==> config.mk <==
export PLATFORM = sky130hd
export DESIGN_NAME = pong_game_ctrl
export DESIGN_NICKNAME = d
export VERILOG_FILES = /design/src/rtl/pong_pkg.sv /design/src/rtl/pong_speed_lut.sv /design/src/rtl/pong_game_ctrl.sv
export SDC_FILE = /design/constraint.sdc
export NUM_CORES = 1
export LEC_CHECK = 0
export ABC_AREA = 1
export BUFFER_PORTS_ARGS = -buffer_cell sky130_fd_sc_hd__buf_2
export CAP_MARGIN = 20
export CORE_MARGIN = 2
export CORE_UTILIZATION = 50
export DETAILED_ROUTE_END_ITERATION = 6
export GPL_TIMING_DRIVEN = 0
export PLACE_DENSITY = 0.72
export SLEW_MARGIN = 0
export SYNTH_ARGS = -nofsm -noshare
export SYNTH_HDL_FRONTEND = slang
export SYNTH_HIERARCHICAL = 1
export SYNTH_SLANG_ARGS = --single-unit
==> constraint.sdc <==
create_clock -name clk -period 4.65 [get_ports clk]
set_input_delay 0.465 -clock clk [delete_from_list [all_inputs] [get_ports clk]]
set_output_delay 0.465 -clock clk [all_outputs]
set_load 0.02 [all_outputs]
==> src/rtl/pong_pkg.sv <==
// Shared definitions for the pong game sequencer.
// State encoding, velocity thresholds and the score-to-speed mapping.
package pong_pkg;

    localparam int CNT_W = 7;

    localparam logic [2:0] ST_IDLE   = 3'd0;
    localparam logic [2:0] ST_SERVE  = 3'd1;
    localparam logic [2:0] ST_PLAY   = 3'd2;
    localparam logic [2:0] ST_PAUSED = 3'd3;
    localparam logic [2:0] ST_MISS   = 3'd4;
    localparam logic [2:0] ST_OVER   = 3'd5;

    localparam logic [7:0] VEL_T1 = 8'd10;
    localparam logic [7:0] VEL_T2 = 8'd20;
    localparam logic [7:0] VEL_T3 = 8'd26;

    localparam logic [3:0] VEL_MIN = 4'd1;
    localparam logic [3:0] VEL_MAX = 4'd4;

    function automatic logic [3:0] vel_of(input logic [7:0] s);
        logic [3:0] v;
        v = VEL_MAX;
        if (s < VEL_T1) begin
            v = VEL_MIN;
        end else if (s < VEL_T2) begin
            v = 4'd2;
        end else if (s < VEL_T3) begin
            v = 4'd3;
        end
        return v;
    endfunction

endpackage

==> src/rtl/pong_speed_lut.sv <==
// Registered score-to-velocity lookup.
// Velocity follows the score one clock later.
module pong_speed_lut
    import pong_pkg::*;
(
    input  logic       clk,
    input  logic       Reset,
    input  logic [7:0] score_i,
    output logic [3:0] vel_o
);

    logic [3:0] vel_q;
    logic [3:0] vel_d;

    assign vel_d = vel_of(score_i);
    assign vel_o = vel_q;

    always_ff @(posedge clk) begin
        if (Reset) begin
            vel_q <= VEL_MIN;
        end else begin
            vel_q <= vel_d;
        end
    end

endmodule

==> src/rtl/pong_game_ctrl.sv <==
// Pong game sequencer: serve, play, miss recovery, pause and game over.
// Consumes per-frame events and drives the ball enables, score and lives.
module pong_game_ctrl
    import pong_pkg::*;
#(
    parameter int LIVES        = 3,
    parameter int SERVE_FRAMES = 60,
    parameter int MISS_FRAMES  = 30,
    parameter int WIN_SCORE    = 33
) (
    input  logic       clk,
    input  logic       Reset,
    input  logic       frame_tick,
    input  logic       start_pulse,
    input  logic       pause_pulse,
    input  logic       paddle_hit,
    input  logic       ball_miss,
    output logic       ball_run,
    output logic       ball_reload,
    output logic [3:0] velocity,
    output logic [7:0] score,
    output logic [1:0] lives,
    output logic       game_over,
    output logic       win
);

    localparam logic [CNT_W-1:0] SERVE_LAST = CNT_W'(SERVE_FRAMES - 1);
    localparam logic [CNT_W-1:0] MISS_LAST  = CNT_W'(MISS_FRAMES - 1);
    localparam logic [7:0]       WIN_VAL    = 8'(WIN_SCORE);
    localparam logic [1:0]       LIVES_INIT = 2'(LIVES);

    logic [2:0]       state_q, state_d;
    logic [CNT_W-1:0] cnt_q, cnt_d;
    logic [7:0]       score_q, score_d;
    logic [1:0]       lives_q, lives_d;
    logic             win_q, win_d;
    logic [7:0]       score_inc;

    assign score_inc = score_q + 8'd1;

    always_comb begin
        state_d = state_q;
        score_d = score_q;
        lives_d = lives_q;
        win_d   = win_q;
        unique case (state_q)
            ST_IDLE, ST_OVER: begin
                if (start_pulse) begin
                    state_d = ST_SERVE;
                    score_d = 8'd0;
                    lives_d = LIVES_INIT;
                    win_d   = 1'b0;
                end
            end
            ST_SERVE: begin
                if (frame_tick && cnt_q == SERVE_LAST) begin
                    state_d = ST_PLAY;
                end
            end
            ST_PLAY: begin
                // A frame event wins over a simultaneous pause press.
                if (frame_tick && paddle_hit) begin
                    score_d = score_inc;
                    if (score_inc == WIN_VAL) begin
                        state_d = ST_OVER;
                        win_d   = 1'b1;
                    end
                end else if (frame_tick && ball_miss) begin
                    if (lives_q == 2'd1) begin
                        lives_d = 2'd0;
                        state_d = ST_OVER;
                        win_d   = 1'b0;
                    end else begin
                        lives_d = lives_q - 2'd1;
                        state_d = ST_MISS;
                    end
                end else if (pause_pulse) begin
                    state_d = ST_PAUSED;
                end
            end
            ST_PAUSED: begin
                if (start_pulse) begin
                    state_d = ST_SERVE;
                    score_d = 8'd0;
                    lives_d = LIVES_INIT;
                    win_d   = 1'b0;
                end else if (pause_pulse) begin
                    state_d = ST_PLAY;
                end
            end
            ST_MISS: begin
                if (frame_tick && cnt_q == MISS_LAST) begin
                    state_d = ST_SERVE;
                end
            end
            default: begin
                state_d = ST_IDLE;
            end
        endcase
    end

    always_comb begin
        cnt_d = cnt_q;
        if (state_d != state_q) begin
            cnt_d = '0;
        end else if (frame_tick) begin
            cnt_d = cnt_q + 1'b1;
        end
    end

    always_ff @(posedge clk) begin
        if (Reset) begin
            state_q <= ST_IDLE;
            cnt_q   <= '0;
            score_q <= 8'd0;
            lives_q <= LIVES_INIT;
            win_q   <= 1'b0;
        end else begin
            state_q <= state_d;
            cnt_q   <= cnt_d;
            score_q <= score_d;
            lives_q <= lives_d;
            win_q   <= win_d;
        end
    end

    pong_speed_lut u_speed (
        .clk     (clk),
        .Reset   (Reset),
        .score_i (score_q),
        .vel_o   (velocity)
    );

    assign ball_run    = (state_q == ST_PLAY);
    assign ball_reload = (state_q == ST_IDLE) || (state_q == ST_SERVE) ||
                         (state_q == ST_OVER);
    assign game_over   = (state_q == ST_OVER);
    assign score       = score_q;
    assign lives       = lives_q;
    assign win         = win_q;

endmodule

; Word-level counts from Yosys, hierarchy flattened
; Cells that the tools add are included.
[op_classes]
order_cmp = 3
n_eq_ne = 17
n_reduce_logical = 16
muxes = 27
addsub = 3
[op_table]
columns = cell, count
row1 = two-way mux 3 bit, 10
row2 = < comparator 8 x 5 -> 1 bit (second input constant), 2
row3 = two-way mux 8 bit, 2
row4 = one-hot mux 8 bit (2 select lines), 1
row5 = one-hot mux 3 bit (5 select lines), 1
row6 = two-way mux 2 bit, 5
row7 = adder 8 x 1 -> 8 bit (second input constant), 1
row8 = equality test 8 x 6 -> 1 bit (second input constant), 1
row9 = < comparator 8 x 4 -> 1 bit (second input constant), 1
row10 = adder 7 x 1 -> 7 bit (second input constant), 1
row11 = equality test 7 x 5 -> 1 bit (second input constant), 1
row12 = equality test 7 x 6 -> 1 bit (second input constant), 1
row13 = equality test 3 x 2 -> 1 bit (second input constant), 2
row14 = equality test 3 bit (second input constant), 2
row15 = two-way mux 1 bit, 6
row16 = inequality test 2 x 1 -> 1 bit (second input constant), 3
row17 = inequality test 3 x 1 -> 1 bit (second input constant), 2
row18 = OR reduction 2 bit, 3
row19 = OR reduction 3 bit, 2
row20 = AND reduction 5 bit, 1
row21 = logical AND 1 bit, 4
row22 = one-hot mux 2 bit (2 select lines), 1
row23 = AND reduction 4 bit, 1
row24 = equality test 3 x 1 -> 1 bit (second input constant), 1
row25 = 10 further kinds, 11
[word_totals]
word_cells = 73
output_inout_bits = 18
inputBits = 7
regBits = 24

; Logic depth before layout (Yosys ltp)
; Gate-level depths: netlist of the first run.
[logic_depth]
depth_word = 7
depth_mapped = 14
mapped_depth_nobuf = 13

; By module
; Netlist of the first run, hierarchy kept.
[modules_own_cells]
columns = mod, area_each_um2, seq_area_each_um2, n_inst, cells_each
row1 = pong_game_ctrl, 1446.4, 420.4, 1, 203
row2 = pong_speed_lut, 171.4, 60.1, 1, 27

; Worst setup path after synthesis of the first run
; Ideal clock, no wire load.
[synth_path]
path_kind = reg2reg
start = register score_q[1], in the netlist score[1]
end = register cnt_q[1]
path_slack_ns = 2.783
path_buffers = 0
t_required_ns = 4.530
period_less_slack_ns = 1.867
setup_ns = 0.120
arrival_ns = 1.747
path_stages_with_launch = 12
path_cell_list = dfxtp_1 -> ha_1 -> nand3_1 -> nor2_1 -> xnor2_1 -> nand3_2 -> nand2_1 -> nand2_1 -> nand2_1 -> nand3b_2 -> nand2_4 -> nor3_2
[synth_between]
elab_chain_len = 7
[synth_lines]
columns = item, line
row1 = "start, declared", pong_game_ctrl.sv:34  ; logic [7:0] score_q, score_d;
row2 = "start signal, assigned", pong_game_ctrl.sv:121  ; score_q <= score_d;
row3 = adder 8 x 1 -> 8 bit, pong_game_ctrl.sv:39  ; assign score_inc = score_q + 8'd1;
row4 = equality test 8 x 6 -> 1 bit, pong_game_ctrl.sv:64  ; if (score_inc == WIN_VAL) begin
row5 = two-way mux 3 bit, pong_game_ctrl.sv:64
row6 = two-way mux 3 bit, pong_game_ctrl.sv:62  ; if (frame_tick && paddle_hit) begin
row7 = one-hot mux 3 bit (5 select lines), pong_game_ctrl.sv:46  ; unique case (state_q)
row8 = inequality test 3 bit, pong_game_ctrl.sv:104  ; if (state_d != state_q) begin
row9 = OR reduction 2 bit (no source line), -
row10 = "end signal, assigned", pong_game_ctrl.sv:120  ; cnt_q <= cnt_d;
row11 = "end, declared", pong_game_ctrl.sv:33  ; logic [CNT_W-1:0] cnt_q, cnt_d;
; Every way passes these cells.
; A chain may end at the register's enable or synchronous reset.

; Final worst setup path of the first run
; Same ends and word-level chain as after synthesis.

==> summary.txt, run 1 <==
Final layout
  • Commonest non-fill, non-tap cell in the layout: nand2_1
  • Layout Nets: 269
  • Final Instance Area: 1820 µm²
  • Antenna cell count: 0
  • Area of the multi-input gates: 965 µm²
  • Ratio of cells with drive above 1 in the final layout: 25.4%
  • Most frequent cells in the layout: nand2_1, inv_1, dfxtp_1
  • Fillers: 293
  • Register area: 480 µm²
  • Area Overhead vs Synth: 12.5%

Floorplanning
  • Initial core utilization: 52.6%
  • Die H: 60.9 µm
  • I/O pins: 25
  • Die area: 3710 µm²
  • Die X: 60.9 µm
  • Core ar.: 3080 µm²
  • # rows: 20

Status
  • Outcome: finished, final reports clean

STA
  • Fin. Hold Viols: 0
  • Hold Worst Slack: 385 ps
  • Slew Limit Fails: 0
  • RSZ-0062 raised after global routing: false
  • Post-route setup slack: 2710 ps
  • Final setup fails: 0
  • Crit path time final: 1940 ps
  • Post-Route Setup TNS: 0 ps
  • Clock skew: 9.36 ps
  • Part of the cycle the worst path needs: 41.6%
  • Max Fclk: 517 MHz

Worst setup path
  • Critical path arrival: 2160 ps
  • CP Max Fanout: 7
  • Setup crit start kind: flop
  • R2r setup slk: 2710 ps
  • Worst R2R Start: score[1]
  • R2r endpoint: cnt_q[1]
  • Crit path capture type: flop
  • Cells on worst reg2reg path: 12
  • Crit path kind: flop to flop
  • CP Data Required Time: 4880 ps

GRT
  • Initial antenna violation count: 0
  • GRT Util Overall: 19.2%
  • Vias in the first global route: 1,236
  • First-pass GRT wire length: 5420 µm
  • Largest net degree at the start of global routing: 14
  • GRT overflow: 0

Yosys
  • Cell taking the most area after synthesis: dfxtp_1
  • Syn_nets: 242
  • Cell Area, Synth: 1620 µm²
  • Synthesized instance count: 230
  • Synth area leaders: dfxtp_1, nand2_1, inv_1
  • Post-synth top area share: 29.7%
  • Seq/Total Area, Yosys: 29.7%
  • Yosys reg bits: 24
  • Distinct cells, synth: 35
  • Syn_area_per_cell: 7.03 µm²
  • Synth warn: 6

Clocking
  • H-tree Lvls: 1
  • Root buf cell: clkbuf_4
  • Number of buffers created by CTS: 3
  • CTS tree: yes
  • Postcts setup bufs: 0
  • Clk sinks: 24
  • Cts hold-fix bufs: 0
  • Clock Latency Late Sink: 330 ps
  • CTS Buffer Depth: 2
  • Gates resized, CTS repair: 0
  • Clock slew at reported path FFs: 140 ps

Drt
  • Avg WL per Cell: 10.4 µm
  • Drt via density: 4.86
  • Via count of the routed design: 1,459
  • ANT nets after route: 0
  • Initial DRC Count: 54
  • Residual DRC count: 0
  • Post-Route WL: 3110 µm
  • TritonRoute pass-1 iters: 4

Hold path
  • Min-Delay Startpoint: Reset
  • Hold Crit Endpoint: state_q[1]
  • Hold Path Class: primary input to flop
  • Hold Path Cell Cnt: 2

Power and ir drop
  • Worst IR Drop VDD: 0.000139 V
  • Total leakage power: 0.000797 µW
  • Post-layout power: 395 µW
  • Power density over the cells: 217 nW/µm²

Place
  • DPL Wire Length: 2370 µm
  • Final Wtd Congestion: 0.841
  • Placed cell areas: 1780 µm²
  • Pre-CTS WS: 2730 ps
  • Buffers on Ports: 22

Run
  • Max-Cap Viols: 0
routing by layer:
metal | up-vias | wire length, µm | track usage, %
met5 | - | 0 | 0
met4 | 0 | 42 | 6.52
met3 | 4 | 108 | 2.56
met2 | 25 | 1330 | 29.2
met1 | 637 | 1640 | 28.0
li1 | 793 | - | -
worst max-delay path by stage:
stage | startpoint | endpoint | cells past startpoint | slack [ps]
after floorplan | score[1] | cnt_q[1] | 11 | 2780
after global placement | score[1] | cnt_q[1] | 11 | 2740
after detailed placement | score[1] | cnt_q[1] | 11 | 2730
after CTS | score[1] | cnt_q[1] | 11 | 2700
after global routing | score[1] | cnt_q[1] | 12 | 2520
final | score[1] | cnt_q[1] | 12 | 2710
metrics by stage:
step                      utilization [%]  std cells
after global placement               57.9        296
final                                59.1        300
after CTS                            59.1        300
after floorplan                         -        230
after detailed placement             57.9        296
after global routing                 59.1        300
synthesized netlist by cell type:
library cell	number
a21oi_1	14
a31oi_1	3
a31oi_4	1
buf_2	1
buf_4	2
buf_6	1
clkbuf_1	1
conb_1	1
dfxtp_1	24
ha_1	5
inv_1	30
inv_2	5
inv_4	1
nand2_1	57
nand2_2	5
nand2_4	3
nand3_1	13
nand3_2	3
nand3b_2	1
nand4_1	4
nor2_1	11
nor2_2	4
nor2_4	2
nor3_1	5
nor3_2	8
nor3_4	1
nor4_2	1
o211ai_1	2
o21ai_0	7
o21ai_1	3
o21bai_1	1
o22ai_1	1
or2_1	1
xnor2_1	4
xor2_1	4
registers in the layout (all words and copies together) (netlist names):
name / flops
u_speed/vel_o: 3
cnt_q: 7
lives: 2
win: 1
state_q: 3
score: 8
logic make-up after synthesis:
| family | count (synthesis) | synth area share [%] |
|---|---|---|
| flip-flops | 24 | 29.7 |
| AO/OA/AOI/OAI | 32 | 11.7 |
| buffers and inverters | 41 | 10.7 |
| adder cells (fa/ha/maj) | 5 | 3.87 |
| AND/OR/NAND/NOR | 119 | 39.5 |
| XOR/XNOR | 8 | 4.33 |
| other | 1 | 0.232 |
power breakdown:
group	total (µW)	internal, µW	switching, µW
Combinational	66.9	21.6	45.3
Sequential	213	210	3.36
Clock	114	47.9	66.3
Total	395	280	115
worst max-delay path: stages, from the launching register on:
cell and delay (ps):
dfxtp_1 490, ha_1 250, nand3_1 100, nand2_1 100, nand3_1 80, nor2_1 140
nand3_2 130, nand2_1 80, nand2_1 40, nand2_1 90, nand3b_2 100, nand2_4 150
nor3_2 50
final cells by class:
cell class	count	share of cell area [%]
Sequential cell	24	26.4
Inverter	36	7.57
Multi-Input combinational cell	165	53.0
Clock buffer	4	1.99
Timing Repair Buffer	22	6.05
Tap cell	44	3.03
Buffer	5	1.93
Note: power is estimated with default switching activity, not from simulation.
==> run 2, diff against run 1 <==
Settings changed: ABC_AREA 1 to 0, PLACE_DENSITY 0.72 to 0.75.
Clock period 4.65 ns to 1.65 ns, I/O delays scaled along.
==> run 2 against run 1 <==
Effect of this change:
- the flow now finishes with violations (setup timing)
- synthesized area decreased by 4.8%
- count of clock-buffer cells in the layout unchanged
- sequential cell count unchanged
- utilization grew 4.5 points
- cell area up 5.0%
- cell count decreased by 13%
- combinational power rose by 110%
- hold slack lost 210 ps
- sequential power grew to 2.8 times the previous value
- via count up 6.2%
- die area shrank 4.5%
- highest routed layer unchanged
==> summary.txt, run 2 <==
Worst setup path
  • Cells on worst reg2reg path: 8 (-4)
  • Crit path capture type: flop
  • R2r setup slk: -500 ps (-3220 ps)
  • CP Data Required Time: 1870 ps (-3010 ps)
  • CP Capture Point: cnt_q[1]
  • CP Max Fanout: 7 (unchanged)
  • R2r endpoint: cnt_q[1]
  • Worst Setup SP: score[0]
  • Critical path arrival: 2380 ps (+220 ps)
  • Setup crit start kind: flop
  • Worst R2R Start: score[0]
  • Crit path kind: flop to flop

Power and ir drop
  • Internal Power: 769 µW (+180%)
  • Worst IR Drop VDD: 0.000231 V (+67%)
  • Part of the power in combinational logic: 13.4% (-3.5 points)
  • Sw Ratio: 26.4% (-2.8 points)
  • Power density over the cells: 547 nW/µm² (+150%)
  • Clock share of power: 30.2% (+1.2 points)
  • Total leakage power: 0.000745 µW (-6.5%)
  • Part of the power in registers: 56.4% (+2.3 points)
  • P_sw: 276 µW (+140%)

Yosys
  • Most frequent cell after synthesis: dfxtp_1
  • Post-synth top area share: 31.2% (+1.5 points)
  • Syn_area_per_cell: 8.06 µm² (+15%)
  • Synthesized instance count: 191 (-17%)
  • Synth area leaders: dfxtp_1, nor2_1, nand2_1
  • Top FF cell, synth: dfxtp_1
  • Synth warn: 6 (unchanged)
  • Top post-synthesis cells by count: dfxtp_1, nor2_1, nand2_1
  • Post-synth EDFFs: 0 (unchanged)
  • Cell taking the most area after synthesis: dfxtp_1
  • Yosys reg bits: 24 (unchanged)
  • Seq/Total Area, Yosys: 31.2% (+1.5 points)
  • Distinct cells, synth: 57 (+63%)
  • Syn_nets: 203 (-16%)
  • FFs w/ async S/R, synth: 0% (unchanged)
  • Cell Area, Synth: 1540 µm² (-4.8%)

Floorplanning
  • I/O pins: 25 (unchanged)
  • Initial core utilization: 51.3% (-1.3 points)
  • Die H: 59.5 µm (-2.3%)
  • # rows: 20 (unchanged)
  • Die X: 59.5 µm (-2.3%)
  • Die area: 3540 µm² (-4.5%)
  • Core ar.: 3000 µm² (-2.4%)

STA
  • Final setup fails: 12 (+12)
  • Fin. Hold Viols: 0 (unchanged)
  • Crit path time final: 2150 ps (+218 ps)
  • Post-route setup slack: -504 ps (-3220 ps)
  • Post-Route Setup TNS: -5020 ps (-5020 ps)
  • Part of the cycle the worst path needs: 131% (+89 points)
  • Worst Max-Slew Pin Slew: 532 ps
  • Hold Worst Slack: 170 ps (-215 ps)
  • Slew Limit Fails: 0 (unchanged)
  • Max Fclk: 464 MHz (-10%)
  • Max-Slew Margin vs Limit: 64.2%
  • RSZ-0062 raised after global routing: true
  • Clock skew: 5.48 ps (-3.87 ps)

Final layout
  • Commonest non-fill, non-tap cell in the layout: buf_2
  • Most frequent cells in the layout: buf_2, nor2_1, nand2_1, dfxtp_1, a21oi_1
  • Ratio of cells with drive above 1 in the final layout: 29.5% (+4.1 points)
  • Antenna cell count: 0 (unchanged)
  • Fillers: 263 (-10%)
  • Area Overhead vs Synth: 24.0%
  • Layout Nets: 240 (-11%)
  • Final Instance Area: 1910 µm² (+5.0%)
  • Max FFs per register: 8 (unchanged)

Drt
  • Post-Route WL: 3880 µm (+25%)
  • TritonRoute pass-1 iters: 4 (unchanged)
  • Avg WL per Cell: 14.9 µm (+44%)
  • Via count of the routed design: 1,549 (+6.2%)
  • Initial DRC Count: 68 (+26%)
  • ANT nets after route: 0 (unchanged)
  • Drt via density: 5.96 (+23%)
  • Residual DRC count: 0 (unchanged)

Clocking
  • Clock slew at reported path FFs: 130 ps (about the same)
  • H-tree Lvls: 1 (unchanged)
  • CTS Buffer Depth: 2 (unchanged)
  • Clock Latency Late Sink: 320 ps (about the same)
  • Number of buffers created by CTS: 3 (unchanged)
  • CTS tree: yes
  • Root buf cell: clkbuf_4
  • Clk sinks: 24 (unchanged)

Place
  • DPL Wire Length: 2720 µm (+15%)
  • Buffers on Ports: 22 (unchanged)
  • Pre-CTS WS: -552 ps (-3280 ps)
  • Final Wtd Congestion: 0.871 (+3.5%)
  • Placed cell areas: 1740 µm² (-2.5%)

GRT
  • First-pass GRT wire length: 6370 µm (+17%)
  • Initial antenna violation count: 0 (unchanged)
  • Vias in the first global route: 1,456 (+18%)
  • Largest net degree at the start of global routing: 14 (unchanged)
  • GRT overflow: 0 (unchanged)
  • GRT Util Overall: 23.3% (+4.1 points)

Status
  • Failing checks: setup timing
  • Outcome: finished, violations left

Hold path
  • Hold Path Class: primary input to flop
  • Min-Delay Startpoint: Reset

Run
  • Max-Cap Viols: 0 (unchanged)
## run 2: cell count changes in the layout (fill, tap and decap cells not counted), moves of 5 or more
cell and delta:
nand3_1 -8, nor3_2 -7, inv_2 -5, nor2_1 +12
nand2_1 -36, inv_1 -23, buf_4 +8, nand2b_1 +5
nand2_2 -5
## run 2: final cells by class
cell class                      instances  area (µm²)  share of cell area (%)
Timing Repair Buffer                   32         189                    9.90
Tap cell                               33        41.3                    2.16
Multi-Input combinational cell        151        1060                    55.6
Buffer                                  9        65.1                    3.41
Clock buffer                            4        36.3                    1.90
Inverter                                7        26.3                    1.38
Sequential cell                        24         489                    25.6
## run 2: layer usage
metal / global-route usage, % / vias up / wire (µm)
met1: 27.8 / 738 / 1670
met2: 42.2 / 46 / 1990
met4: 8.89 / 0 / 48
met3: 2.62 / 5 / 167
li1: - / 760 / -
met5: 0 / - / 0
## run 2: how the worst min path moves through the flow
stage / cells past startpoint / endpoint
floorplan: 1 / u_speed/vel_o[2]
global placement: 2 / u_speed/vel_o[2]
detailed placement: 2 / u_speed/vel_o[1]
CTS: 2 / u_speed/vel_o[1]
global route: 2 / u_speed/vel_o[2]
finish: 2 / u_speed/vel_o[2]
## run 2: timing repair
action / in CTS / in global routing
gates resized for setup: 6 / 14
buffers inserted: 9 / 1
endpoints found under the setup margin: 23 / 22
pin swaps: 14 / 5
gates cloned: 0 / 0
endpoints found under the hold margin: 0 / 0
hold buffers: 0 / 0
## run 2: through the flow
stage | total power, µW | util (%) | instances
floorplan | 696 | - | 191
global placement | 727 | 57.9 | 246
detailed placement | 732 | 57.9 | 246
CTS | 1050 | 62.1 | 259
global route | 1100 | 63.6 | 260
finish | 1050 | 63.6 | 260
## run 2: worst max-delay path, stage by stage (launching register included)
cell and delay, ps:
dfxtp_4 390, ha_4 160, and3_4 170, or4b_4 530, a221oi_4 330, buf_6 160, a41oi_4 140, o211ai_2 100
nor2_1 60
## run 2: power groups by stage
| stage | combinational (µW) | sequential, µW | clock (µW) |
|---|---|---|---|
| global route | 155 | 590 | 350 |
| global placement | 126 | 601 | 0 |
| detailed placement | 130 | 602 | 0 |
| finish | 141 | 589 | 315 |
| floorplan | 95.3 | 600 | 0 |
| CTS | 135 | 589 | 322 |
## run 2: cell families after synthesis
| group | count (synthesis) | share of synthesized area, % |
|---|---|---|
| DFF | 24 | 31.2 |
| and+or+nand+nor | 83 | 28.1 |
| buffers and inverters | 16 | 4.31 |
| AOI/OAI and AO/OA | 52 | 26.3 |
| muxes | 1 | 0.650 |
| xor gates and xnor gates | 9 | 5.12 |
| adders and majority gates | 5 | 4.06 |
| other | 1 | 0.243 |
